[src/rtl/serial_bit_source_if.sv]
// rtl/serial_bit_source_if.sv - word handshake into the parallel-to-serial stage
interface serial_bit_source_if #(
  parameter int WIDTH = 8
);
  logic [WIDTH-1:0] din;
  logic             din_valid;
  logic             din_ready;
  logic             msb_first;

  modport master (output din, din_valid, msb_first, input din_ready);
  modport slave  (input din, din_valid, msb_first, output din_ready);
endinterface

[src/rtl/serial_bit_source.sv]
// rtl/serial_bit_source.sv - parallel-to-serial source with one-word hold buffer and idle gap
// Feeds the sequence detector; q changes only on the rising edge of clk.
module serial_bit_source #(
  parameter int   WIDTH      = 8,
  parameter int   GAP        = 0,
  parameter logic IDLE_LEVEL = 1'b0
) (
  input  logic                     clk,
  input  logic                     init,
  serial_bit_source_if.slave       bus,
  output logic                     q,
  output logic                     busy,
  output logic [$clog2(WIDTH)-1:0] bit_idx,
  output logic                     word_done
);
  localparam int              IW    = $clog2(WIDTH);
  localparam logic [IW-1:0]   LAST  = IW'(WIDTH - 1);
  localparam logic [3:0]      GLAST = 4'(GAP - 1);

  typedef enum logic [1:0] {ST_IDLE, ST_SHIFT, ST_GAP} state_t;

  state_t            state_q, state_d;
  logic [WIDTH-1:0]  hbuf_q, hbuf_d;
  logic              hdir_q, hdir_d;
  logic              hfull_q, hfull_d;
  logic [WIDTH-1:0]  sreg_q, sreg_d;
  logic              dir_q, dir_d;
  logic [IW-1:0]     cnt_q, cnt_d;
  logic [3:0]        gcnt_q, gcnt_d;
  logic              q_q, q_d;
  logic [IW-1:0]     bit_idx_q, bit_idx_d;
  logic              word_done_q, word_done_d;
  logic              accept, load, shifting;
  logic [IW-1:0]     sel;

  assign bus.din_ready = ~hfull_q & init;
  assign q             = q_q;
  assign busy          = (state_q != ST_IDLE);
  assign bit_idx       = bit_idx_q;
  assign word_done     = word_done_q;

  always_comb begin
    accept  = bus.din_valid & bus.din_ready;
    load    = 1'b0;
    state_d = state_q;
    hbuf_d  = hbuf_q;
    hdir_d  = hdir_q;
    hfull_d = hfull_q;
    sreg_d  = sreg_q;
    dir_d   = dir_q;
    cnt_d   = cnt_q;
    gcnt_d  = gcnt_q;
    case (state_q)
      ST_IDLE: load = hfull_q;
      ST_SHIFT: begin
        if (cnt_q != LAST) cnt_d = cnt_q + 1'b1;
        else if (GAP > 0) begin
          state_d = ST_GAP;
          gcnt_d  = '0;
        end else if (hfull_q) load = 1'b1;
        else state_d = ST_IDLE;
      end
      ST_GAP: begin
        if (gcnt_q != GLAST) gcnt_d = gcnt_q + 1'b1;
        else if (hfull_q) load = 1'b1;
        else state_d = ST_IDLE;
      end
      default: state_d = ST_IDLE;
    endcase
    // Load before accept so a same-edge accept leaves the new word buffered.
    if (load) begin
      state_d = ST_SHIFT;
      sreg_d  = hbuf_q;
      dir_d   = hdir_q;
      cnt_d   = '0;
      hfull_d = 1'b0;
    end
    if (accept) begin
      hbuf_d  = bus.din;
      hdir_d  = bus.msb_first;
      hfull_d = 1'b1;
    end
    shifting    = (state_d == ST_SHIFT);
    sel         = dir_d ? (LAST - cnt_d) : cnt_d;
    q_d         = shifting ? sreg_d[sel] : IDLE_LEVEL;
    bit_idx_d   = shifting ? cnt_d : '0;
    word_done_d = shifting && (cnt_d == LAST);
  end

  always_ff @(posedge clk) begin
    if (!init) begin
      state_q     <= ST_IDLE;
      hbuf_q      <= '0;
      hdir_q      <= 1'b0;
      hfull_q     <= 1'b0;
      sreg_q      <= '0;
      dir_q       <= 1'b0;
      cnt_q       <= '0;
      gcnt_q      <= '0;
      q_q         <= IDLE_LEVEL;
      bit_idx_q   <= '0;
      word_done_q <= 1'b0;
    end else begin
      state_q     <= state_d;
      hbuf_q      <= hbuf_d;
      hdir_q      <= hdir_d;
      hfull_q     <= hfull_d;
      sreg_q      <= sreg_d;
      dir_q       <= dir_d;
      cnt_q       <= cnt_d;
      gcnt_q      <= gcnt_d;
      q_q         <= q_d;
      bit_idx_q   <= bit_idx_d;
      word_done_q <= word_done_d;
    end
  end
endmodule

[src/flat_wrapper.sv]
// flat-port wrapper written by rule: the top's interface ports become plain ports
module serial_bit_source_flat 
#(
  parameter int   WIDTH      = 8,
  parameter int   GAP        = 0,
  parameter logic IDLE_LEVEL = 1'b0
)
  (clk, init, q, busy, bit_idx, word_done, bus_din, bus_din_valid, bus_msb_first, bus_din_ready);
  serial_bit_source_if #(.WIDTH(WIDTH)) bus_i ();
  input  logic clk;
  input  logic init;
  output logic q;
  output logic busy;
  output logic [$clog2(WIDTH)-1:0] bit_idx;
  output logic word_done;
  input wire logic [$bits(bus_i.din)-1:0] bus_din;
  input wire logic [$bits(bus_i.din_valid)-1:0] bus_din_valid;
  input wire logic [$bits(bus_i.msb_first)-1:0] bus_msb_first;
  output wire logic [$bits(bus_i.din_ready)-1:0] bus_din_ready;
  assign bus_i.din = bus_din;
  assign bus_i.din_valid = bus_din_valid;
  assign bus_i.msb_first = bus_msb_first;
  assign bus_din_ready = bus_i.din_ready;
  serial_bit_source #(.WIDTH(WIDTH), .GAP(GAP), .IDLE_LEVEL(IDLE_LEVEL)) u_core (.clk(clk), .init(init), .bus(bus_i), .q(q), .busy(busy), .bit_idx(bit_idx), .word_done(word_done));
endmodule
[config.mk]
export PLATFORM = sky130hd
export DESIGN_NAME = serial_bit_source_flat
export DESIGN_NICKNAME = d
export VERILOG_FILES = /design/src/rtl/serial_bit_source_if.sv /design/src/rtl/serial_bit_source.sv /design/src/flat_wrapper.sv
export SDC_FILE = /design/constraint.sdc
export NUM_CORES = 1
export LEC_CHECK = 0
export BUFFER_PORTS_ARGS = -buffer_cell sky130_fd_sc_hd__buf_2
export CAP_MARGIN = 10
export CORE_ASPECT_RATIO = 1.25
export CORE_MARGIN = 1.5
export CORE_UTILIZATION = 52
export CTS_CLUSTER_DIAMETER = 120
export DETAILED_ROUTE_END_ITERATION = 16
export MAX_ROUTING_LAYER = met4
export PLACE_DENSITY = 0.69
export REMOVE_ABC_BUFFERS = 1
export SLEW_MARGIN = 5
export SYNTH_ARGS = -nofsm -noshare
export SYNTH_HDL_FRONTEND = slang
export SYNTH_SLANG_ARGS = --single-unit
[constraint.sdc]
create_clock -name clk -period 2.79 [get_ports clk]
set_input_delay 0.279 -clock clk [delete_from_list [all_inputs] [get_ports clk]]
set_output_delay 0.279 -clock clk [all_outputs]
set_load 0.03 [all_outputs]
==> results of run 1 <==
==> sequential cells by signal, indices dropped and copies added (netlist names), 2 cells and up <==
register / cells
u_core.state_q: 2
u_core.gcnt_q: 4
u_core.bit_idx: 3
u_core.cnt_q: 3
u_core.hbuf_q: 8
u_core.sreg_q: 8
==> per-layer routing <==
layer	wire length, um	vias to the layer above	track usage (%)
li1	-	602	-
met1	1180	504	21.2
met2	1270	18	32.1
met3	93	6	5.69
met4	59	0	9.12
met5	0	-	-
==> cells by family (layout without fill, tap and decap cells) <==
| kind of cell | after synthesis | in the layout | synth area share, % |
|---|---|---|---|
| xor+xnor | 5 | 5 | 3.84 |
| buf+inv | 9 | 25 | 2.67 |
| simple gates | 72 | 72 | 24.4 |
| fa+ha+maj | 2 | 2 | 1.67 |
| compound gates | 31 | 31 | 13.9 |
| mux | 14 | 14 | 9.51 |
| flops | 33 | 33 | 44.0 |
==> synthesized netlist by cell type (3+ instances only) <==
library cell  number
a21boi_0           4
and3_1             3
buf_2              4
clkbuf_1           4
dfxtp_1           33
mux2i_1           12
nand2_1           29
nand3_1            6
nor2_1             8
nor2b_1           10
nor3b_1            3
o21ai_0           14
or2_2              3
xnor2_1            4
==> layout make-up <==
type	instances	area, um2
Clock buffer	7	55.1
Fill cell	263	1060
Multi-Input combinational cell	124	800
Sequential cell	33	661
Tap cell	34	42.5
Timing Repair Buffer	18	90.1
==> through the flow <==
stage / utilization [%] / worst slack (ns) / hold slack [ns] / area (um2) / cells
after floorplan: - / 0.830 / 0.388 / 1460 / 157
final: 60.9 / 0.650 / 0.139 / 1650 / 216
after detailed placement: 58.9 / 0.667 / 0.452 / 1590 / 209
after CTS: 60.9 / 0.654 / 0.128 / 1650 / 216
after global routing: 60.9 / 0.481 / 0.120 / 1650 / 216
after global placement: 58.9 / 0.697 / 0.446 / 1590 / 209
==> final timing paths <==
kind	endpoint	slack, ns	cells after the start
setup / recovery	u_core.hfull_q$_SDFFE_PN0P_	0.65	6
hold / removal	u_core.hdir_q$_SDFFE_PN0P_	0.14	3
setup reg to reg	u_core.hfull_q$_SDFFE_PN0P_	0.65	6
hold reg to reg	u_core.hbuf_q[5]$_SDFFE_PN0P_	0.46	2
==> report_power, final <==
group / switching (W) / leakage, nW / internal (W)
Clock: 0.000144 / 0.0314 / 0.000119
Combinational: 0.0000718 / 0.403 / 0.0000581
Sequential: 0.0000210 / 0.269 / 0.000494
Total: 0.000237 / 0.703 / 0.000671
==> worst max-delay path, cell delays in order, from the launching register on <==
cell	delay, ns
dfxtp_1	0.44
ha_1	0.38
nand2_1	0.11
a21o_1	0.18
o21ai_1	0.15
nand2_1	0.40
a31o_2	0.38
==> metrics.md, run 1 <==
| Metric | Value |
|---|---|
| H-tree depth | `2` |
| GP Congestion | `0.785` |
| Total Power | `0.000908 W` |
| Routed via count | `1130` |
| Synthesis warning total | `0` |
| Slew margin rel. | `62.2%` |
| MaxCap Viol Count | `0` |
| RSZ-0062 raised after global routing | `no` |
| Clock Pin Slew Worst Setup and Hold Paths | `0.10 ns` |
| CTS root buf | `clkbuf_4` |
| Hpwl dp | `1.85 mm` |
| I/O pin cnt | `19` |
| Num Clock Sinks | `33` |
| #FFs+latches synth | `33` |
| CTS max path bufs | `2` |
| Critical Path Sink Type | `register` |
| Initial antenna violation count | `0` |
| Setup tns final | `0 ns` |
| Largest cells by area after synthesis | `dfxtp_1, mux2i_1, nand2_1` |
| DR WL/cell | `12.0 um` |
| Post-Route WL | `2.60 mm` |
| Largest net degree at the start of global routing | `30` |
| CTS tree | `yes` |
| DIE WIDTH | `51.0 um` |
| Tot GR Track Use | `19.5%` |
| Syn Std Cell Area | `1500 um2` |
| DRC errors left | `0` |
| Worst IR Drop VDD | `0.454 mV` |
| Vias in the first global route | `1072` |
| Starting Density | `55.4%` |
| Worst-Margin Slew | `0.566 ns` |
| Unique masters post-synth | `36` |
| Resized Gates After CTS | `0` |
| ANT cells | `0` |
| GRT overflow | `0` |
| DIE AREA | `3220 um2` |
| Post-synthesis sequential area ratio | `44.0%` |
| Crit share post-route | `76.7%` |
| Area growth, synth to finish | `9.84%` |
| Most frequent cells in the layout | `dfxtp_1, nand2_1, buf_2` |
| Final Hold Vio Count | `0` |
| CTS hold repair buffers | `0` |
| TritonCTS Buffers | `5` |
| DR iter-0 viols | `13` |
| Worst EP required | `3.02 ns` |
| F_max | `467 MHz` |
| DRT Pass-1 Iters | `4` |
| Hold_sp | `bus_msb_first` |
| Run status | `finished, final reports clean` |
| Setup Buffers After CTS | `0` |
| Worst clock skew | `0.00802 ns` |
| Top cell type's share of synthesized area | `44.0%` |
| WP data arrival | `2.37 ns` |
| Nets | `196` |
| Worst-path fanout max | `14` |
| P_leak | `0.703 nW` |
| Via density | `5.23` |
| Core area | `2710 um2` |
| PD cells | `551 nW/um2` |
| Yosys top cell by area | `dfxtp_1` |
| Synth Instances | `166` |
| First-pass GRT wire length | `4.55 mm` |
| Die Y-Extent | `63.1 um` |
| Async set-reset flop share out of synthesis | `0%` |
| Post-detailed-route count of antenna-violating nets | `0` |
| Fin. max-slew vios | `0` |
| Worst setup startpoint | `u_core.cnt_q[0]$_SDFF_PN0_` |
| Ys flop type | `dfxtp_1` |
| Avg Cell Area, Syn | `9.04 um2` |
| Final setup fails | `0` |
| Final min period | `2.14 ns` |
| Commonest non-fill, non-tap cell in the layout | `dfxtp_1` |
| Crit path launch type | `register` |
| IO Port Bufs | `18` |
| Reg2reg start | `u_core.cnt_q[0]$_SDFF_PN0_` |
| HP Class | `input pin to register` |
| Share of layout cells above drive strength 1 | `18.1%` |
| Kind of critical path | `register to register` |
| EDFF count, synth | `0` |
| Insertion delay to the later sink of the worst-skew pair | `0.33 ns` |
| Row count | `21` |
Power figures use the tool's default switching activity.
==> inputs of run 2 (changes only) <==
==> constraint.sdc (replaced) <==
create_clock -name clk -period 2.2 [get_ports clk]
set_input_delay 0.22 -clock clk [delete_from_list [all_inputs] [get_ports clk]]
set_output_delay 0.22 -clock clk [all_outputs]
set_load 0.03 [all_outputs]
==> metrics.md, run 2 (synthesis results as in run 1) <==
| Metric | Value |
|---|---|
| Run status | `finished, final reports clean` |
| Biggest regs | `u_core.hbuf_q (8), u_core.sreg_q (8), u_core.gcnt_q (4)` |
| Row count | `21` |
| Commonest non-fill, non-tap cell in the layout | `dfxtp_1` |
| Via density | `5.31` |
| Worst-path fanout max | `7` |
| Worst IR Drop VDD | `0.655 mV` |
| Setup tns final | `0 ns` |
| Dpl cells | `211` |
| P_leak | `0.715 nW` |
| ANT cells | `0` |
| Share of layout cells above drive strength 1 | `20.0%` |
| Layout filler cell count | `231` |
| Worst clock skew | `0.00205 ns` |
| GRT overflow | `0` |
| CTS root buf | `clkbuf_4` |
| Hold path depth | `3` |
| Area of the multi-input gates | `802 um2` |
| Slew margin rel. | `64.7%` |
| HP Class | `input pin to register` |
| DIE WIDTH | `51.0 um` |
| Post-detailed-route count of antenna-violating nets | `0` |
| Reg area | `661 um2` |
| Routed via count | `1163` |
| Tot GR Track Use | `20.9%` |
| Critical Path Sink Type | `register` |
| F_max | `489 MHz` |
| DIE AREA | `3220 um2` |
| Pre-CTS WS | `0.0800 ns` |
| Starting Density | `55.4%` |
| Final min period | `2.05 ns` |
| DRC errors left | `0` |
| Largest net degree at the start of global routing | `29` |
| DRT Pass-1 Iters | `4` |
| Cell Area, Placed | `1620 um2` |
| TritonCTS Buffers | `5` |
| Fin. max-slew vios | `0` |
| Worst-Margin Slew | `0.530 ns` |
| Die Y-Extent | `63.1 um` |
| CTS max path bufs | `2` |
| Final setup fails | `0` |
| Initial antenna violation count | `0` |
| Finished Cell Area | `1670 um2` |
| Final Hold Vio Count | `0` |
| Setup ws final | `0.154 ns` |
| DR WL/cell | `12.9 um` |
| Insertion delay to the later sink of the worst-skew pair | `0.33 ns` |
| Num Clock Sinks | `33` |
| First-pass GRT wire length | `4.84 mm` |
| Kind of critical path | `register to register` |
| PD cells | `689 nW/um2` |
| IO Port Bufs | `18` |
| Filler-free cell count of the finished design | `219` |
| CTS hold repair buffers | `0` |
| Clock Pin Slew Worst Setup and Hold Paths | `0.10 ns` |
| Core area | `2710 um2` |
| MaxCap Viol Count | `0` |
| Hpwl dp | `2.06 mm` |
| Post-Route WL | `2.82 mm` |
| DR iter-0 viols | `14` |
| Vias in the first global route | `1160` |
| Crit path launch type | `register` |
| CTS tree | `yes` |
| Most frequent cells in the layout | `dfxtp_1, nand2_1, buf_2` |
| Area growth, synth to finish | `11.6%` |
| H-tree depth | `2` |
| Nets | `198` |
| Crit share post-route | `93.0%` |
| WP data arrival | `2.28 ns` |
| Worst EP required | `2.43 ns` |
| GP Congestion | `0.815` |
| RSZ-0062 raised after global routing | `no` |
| I/O pin cnt | `19` |
| Reg2Reg Depth | `6` |
run 2: metrics by stage:
| step | total power, W | utilization (%) | hold WS [ns] |
|---|---|---|---|
| finish | 0.00115 | 61.9 | 0.0736 |
| global route | 0.00122 | 61.9 | 0.0498 |
| CTS | 0.00117 | 61.8 | 0.0575 |
| detailed placement | 0.000847 | 59.9 | 0.420 |
| global placement | 0.000840 | 59.9 | 0.413 |
| floorplan | 0.000786 | - | 0.329 |
run 2: layout make-up:
type                    count  area share, %
clock buffers               6           2.47
repair buffers             20           7.03
clock inverters             2          0.598
multi-input cells         124           47.9
well taps                  34           2.54
flip-flops and latches     33           39.5
run 2: worst max-delay path: stages, from the launching register on:
cell and delay, ns:
dfxtp_1 0.45, ha_2 0.31, a21oi_4 0.11, xnor2_1 0.38, mux2i_1 0.25, o32ai_1 0.10
o311a_1 0.34
run 2: final timing paths:
check / from / to / slack (ns)
hold reg to reg: u_core.hbuf_q[5]$_SDFFE_PN0P_ / u_core.hbuf_q[5]$_SDFFE_PN0P_ / 0.46
setup reg to reg: u_core.cnt_q[0]$_SDFF_PN0_ / u_core.q$_SDFF_PN0_ / 0.15
hold / removal: bus_din[5] / u_core.hbuf_q[5]$_SDFFE_PN0P_ / 0.07
setup / recovery: u_core.cnt_q[0]$_SDFF_PN0_ / u_core.q$_SDFF_PN0_ / 0.15
run 2: where the power goes:
group	internal (W)	switching (W)
sequential	0.000627	0.0000264
combinational	0.0000835	0.0000961
clock	0.000122	0.000200
run 2: repair_timing:
item / 4_1_cts / 5_1_grt
buffers inserted: 0 / 0
resized for setup: 0 / 1
endpoints found under the setup margin: 0 / 1
run 2: routing by layer:
layer	global-route usage [%]	vias to the layer above	wire length (um)
met5	-	-	0
met4	10.8	0	59
met3	7.58	7	102
met2	34.6	18	1470
met1	21.2	526	1190
li1	-	612	-
==> inputs of run 3 (changes only) <==
==> constraint.sdc (replaced) <==
create_clock -name clk -period 2.6 [get_ports clk]
set_input_delay 0.26 -clock clk [delete_from_list [all_inputs] [get_ports clk]]
set_output_delay 0.26 -clock clk [all_outputs]
set_load 0.03 [all_outputs]
==> metrics.md, run 3 (synthesis results as in run 1) <==
| Metric | Value |
|---|---|
| Most frequent cells in the layout | `dfxtp_1, nand2_1, buf_2` |
| Area growth, synth to finish | `11.3%` |
| Setup ws final | `0.458 ns` |
| Nets | `197` |
| CTS root buf | `clkbuf_4` |
| Hpwl dp | `1.92 mm` |
| IO Port Bufs | `18` |
| Cell Area, Placed | `1600 um2` |
| First-pass GRT wire length | `4.46 mm` |
| DIE AREA | `3220 um2` |
| Reg2Reg Depth | `6` |
| Final Hold Vio Count | `0` |
| Setup tns final | `0 ns` |
| Post-detailed-route count of antenna-violating nets | `0` |
| Crit-path leading delay family | `compound AO/OA/AOI/OAI gates` |
| Crit-path most repeated cell | `nand2_1` |
| PD cells | `610 nW/um2` |
| Hold path depth | `3` |
| Area of the multi-input gates | `800 um2` |
| Worst-path fanout max | `14` |
| GP Congestion | `0.815` |
| HP Class | `input pin to register` |
| CTS hold repair buffers | `0` |
| TritonCTS Buffers | `5` |
| Worst-Margin Slew | `0.564 ns` |
| Largest stage delay, worst path | `0.45 ns` |
| Num Clock Sinks | `33` |
| DR iter-0 viols | `30` |
| Layout filler cell count | `250` |
| P_leak | `0.717 nW` |
| DR WL/cell | `12.3 um` |
| Worst EP required | `2.84 ns` |
| Core area | `2710 um2` |
| Via density | `5.25` |
| F_max | `467 MHz` |
| RSZ-0062 raised after global routing | `no` |
| Kind of critical path | `register to register` |
| H-tree depth | `2` |
| Fin. max-slew vios | `0` |
| DRT Pass-1 Iters | `4` |
| Slew margin rel. | `62.3%` |
| Worst IR Drop VDD | `0.363 mV` |
| I/O pin cnt | `19` |
| Reg-to-reg slack, setup | `0.46 ns` |
| Crit share post-route | `82.4%` |
| Finished Cell Area | `1670 um2` |
| WP data arrival | `2.38 ns` |
| Die Y-Extent | `63.1 um` |
| Clock Pin Slew Worst Setup and Hold Paths | `0.10 ns` |
| Post-Route WL | `2.67 mm` |
| Reg area | `661 um2` |
| Vias in the first global route | `1025` |
| CTS tree | `yes` |
| Critical path depth in cells | `6` |
| Setup Buffers After CTS | `0` |
| Critical Path Sink Type | `register` |
| Worst clock skew | `0.0105 ns` |
| Crit path launch type | `register` |
| Buf+Inv Stages, Crit Path | `0` |
| Commonest non-fill, non-tap cell in the layout | `dfxtp_1` |
| DIE WIDTH | `51.0 um` |
| Final min period | `2.14 ns` |
| Tot GR Track Use | `19.4%` |
| Routed via count | `1145` |
| Worst path slowest cell | `dfxtp_1` |
| Insertion delay to the later sink of the worst-skew pair | `0.34 ns` |
| ANT cells | `0` |
| Run status | `finished, final reports clean` |
| CTS max path bufs | `2` |
| MaxCap Viol Count | `0` |
| Biggest regs | `u_core.hbuf_q (8), u_core.sreg_q (8), u_core.gcnt_q (4)` |
| DRC errors left | `0` |
| Resized Gates After CTS | `0` |
| Pre-CTS WS | `0.468 ns` |
| Critical-path cell list | `ha_1, nand2_1, a21o_1, o21ai_1, nand2_1, a31o_2` |
| Initial antenna violation count | `0` |
| Row count | `21` |
| GRT overflow | `0` |
| Final setup fails | `0` |
| Starting Density | `55.4%` |
| Largest net degree at the start of global routing | `29` |
| Share of layout cells above drive strength 1 | `19.6%` |
run 3: worst paths after layout:
check	from	to
setup / recovery	u_core.cnt_q[0]$_SDFF_PN0_	u_core.hfull_q$_SDFFE_PN0P_
hold / removal	bus_din[1]	u_core.hbuf_q[1]$_SDFFE_PN0P_
setup reg to reg	u_core.cnt_q[0]$_SDFF_PN0_	u_core.hfull_q$_SDFFE_PN0P_
hold reg to reg	u_core.hbuf_q[2]$_SDFFE_PN0P_	u_core.hbuf_q[2]$_SDFFE_PN0P_
run 3: power breakdown:
part,total [W],switching [W],internal (W)
Combinational,0.000141,0.0000777,0.0000633
Sequential,0.000553,0.0000225,0.000530
Clock,0.000324,0.000168,0.000157
run 3: stage by stage:
step           power, W  utilization [%]  cells  hold WS [ns]
2_1_floorplan  0.000665                -    157         0.369
3_3_place_gp   0.000703             59.1    210         0.447
3_5_place_dp   0.000707             59.1    210         0.456
4_1_cts         0.00103             61.7    218         0.103
5_1_grt         0.00107             61.7    218        0.0942
6_report        0.00102             61.7    218         0.115
run 3: final cells by class:
type                       instances  area share (%)
clock buffer                       7            3.90
clock inverter                     1           0.300
timing repair buffer              19            5.84
multi-input combinational        124            47.9
tap                               34            2.55
sequential                        33            39.6
run 3: metal layers:
layer  GRT usage [%]  part of all wire [%]
met1            21.5                    46
met2            30.5                    47
met3            6.40                   3.9
met4            10.1                   2.4
met5               -                     0
run 3: worst register-to-register path, stage by stage (launching register included):
cell	delay, ns
dfxtp_1	0.45
ha_1	0.36
nand2_1	0.11
a21o_1	0.19
o21ai_1	0.15
nand2_1	0.41
a31o_2	0.38
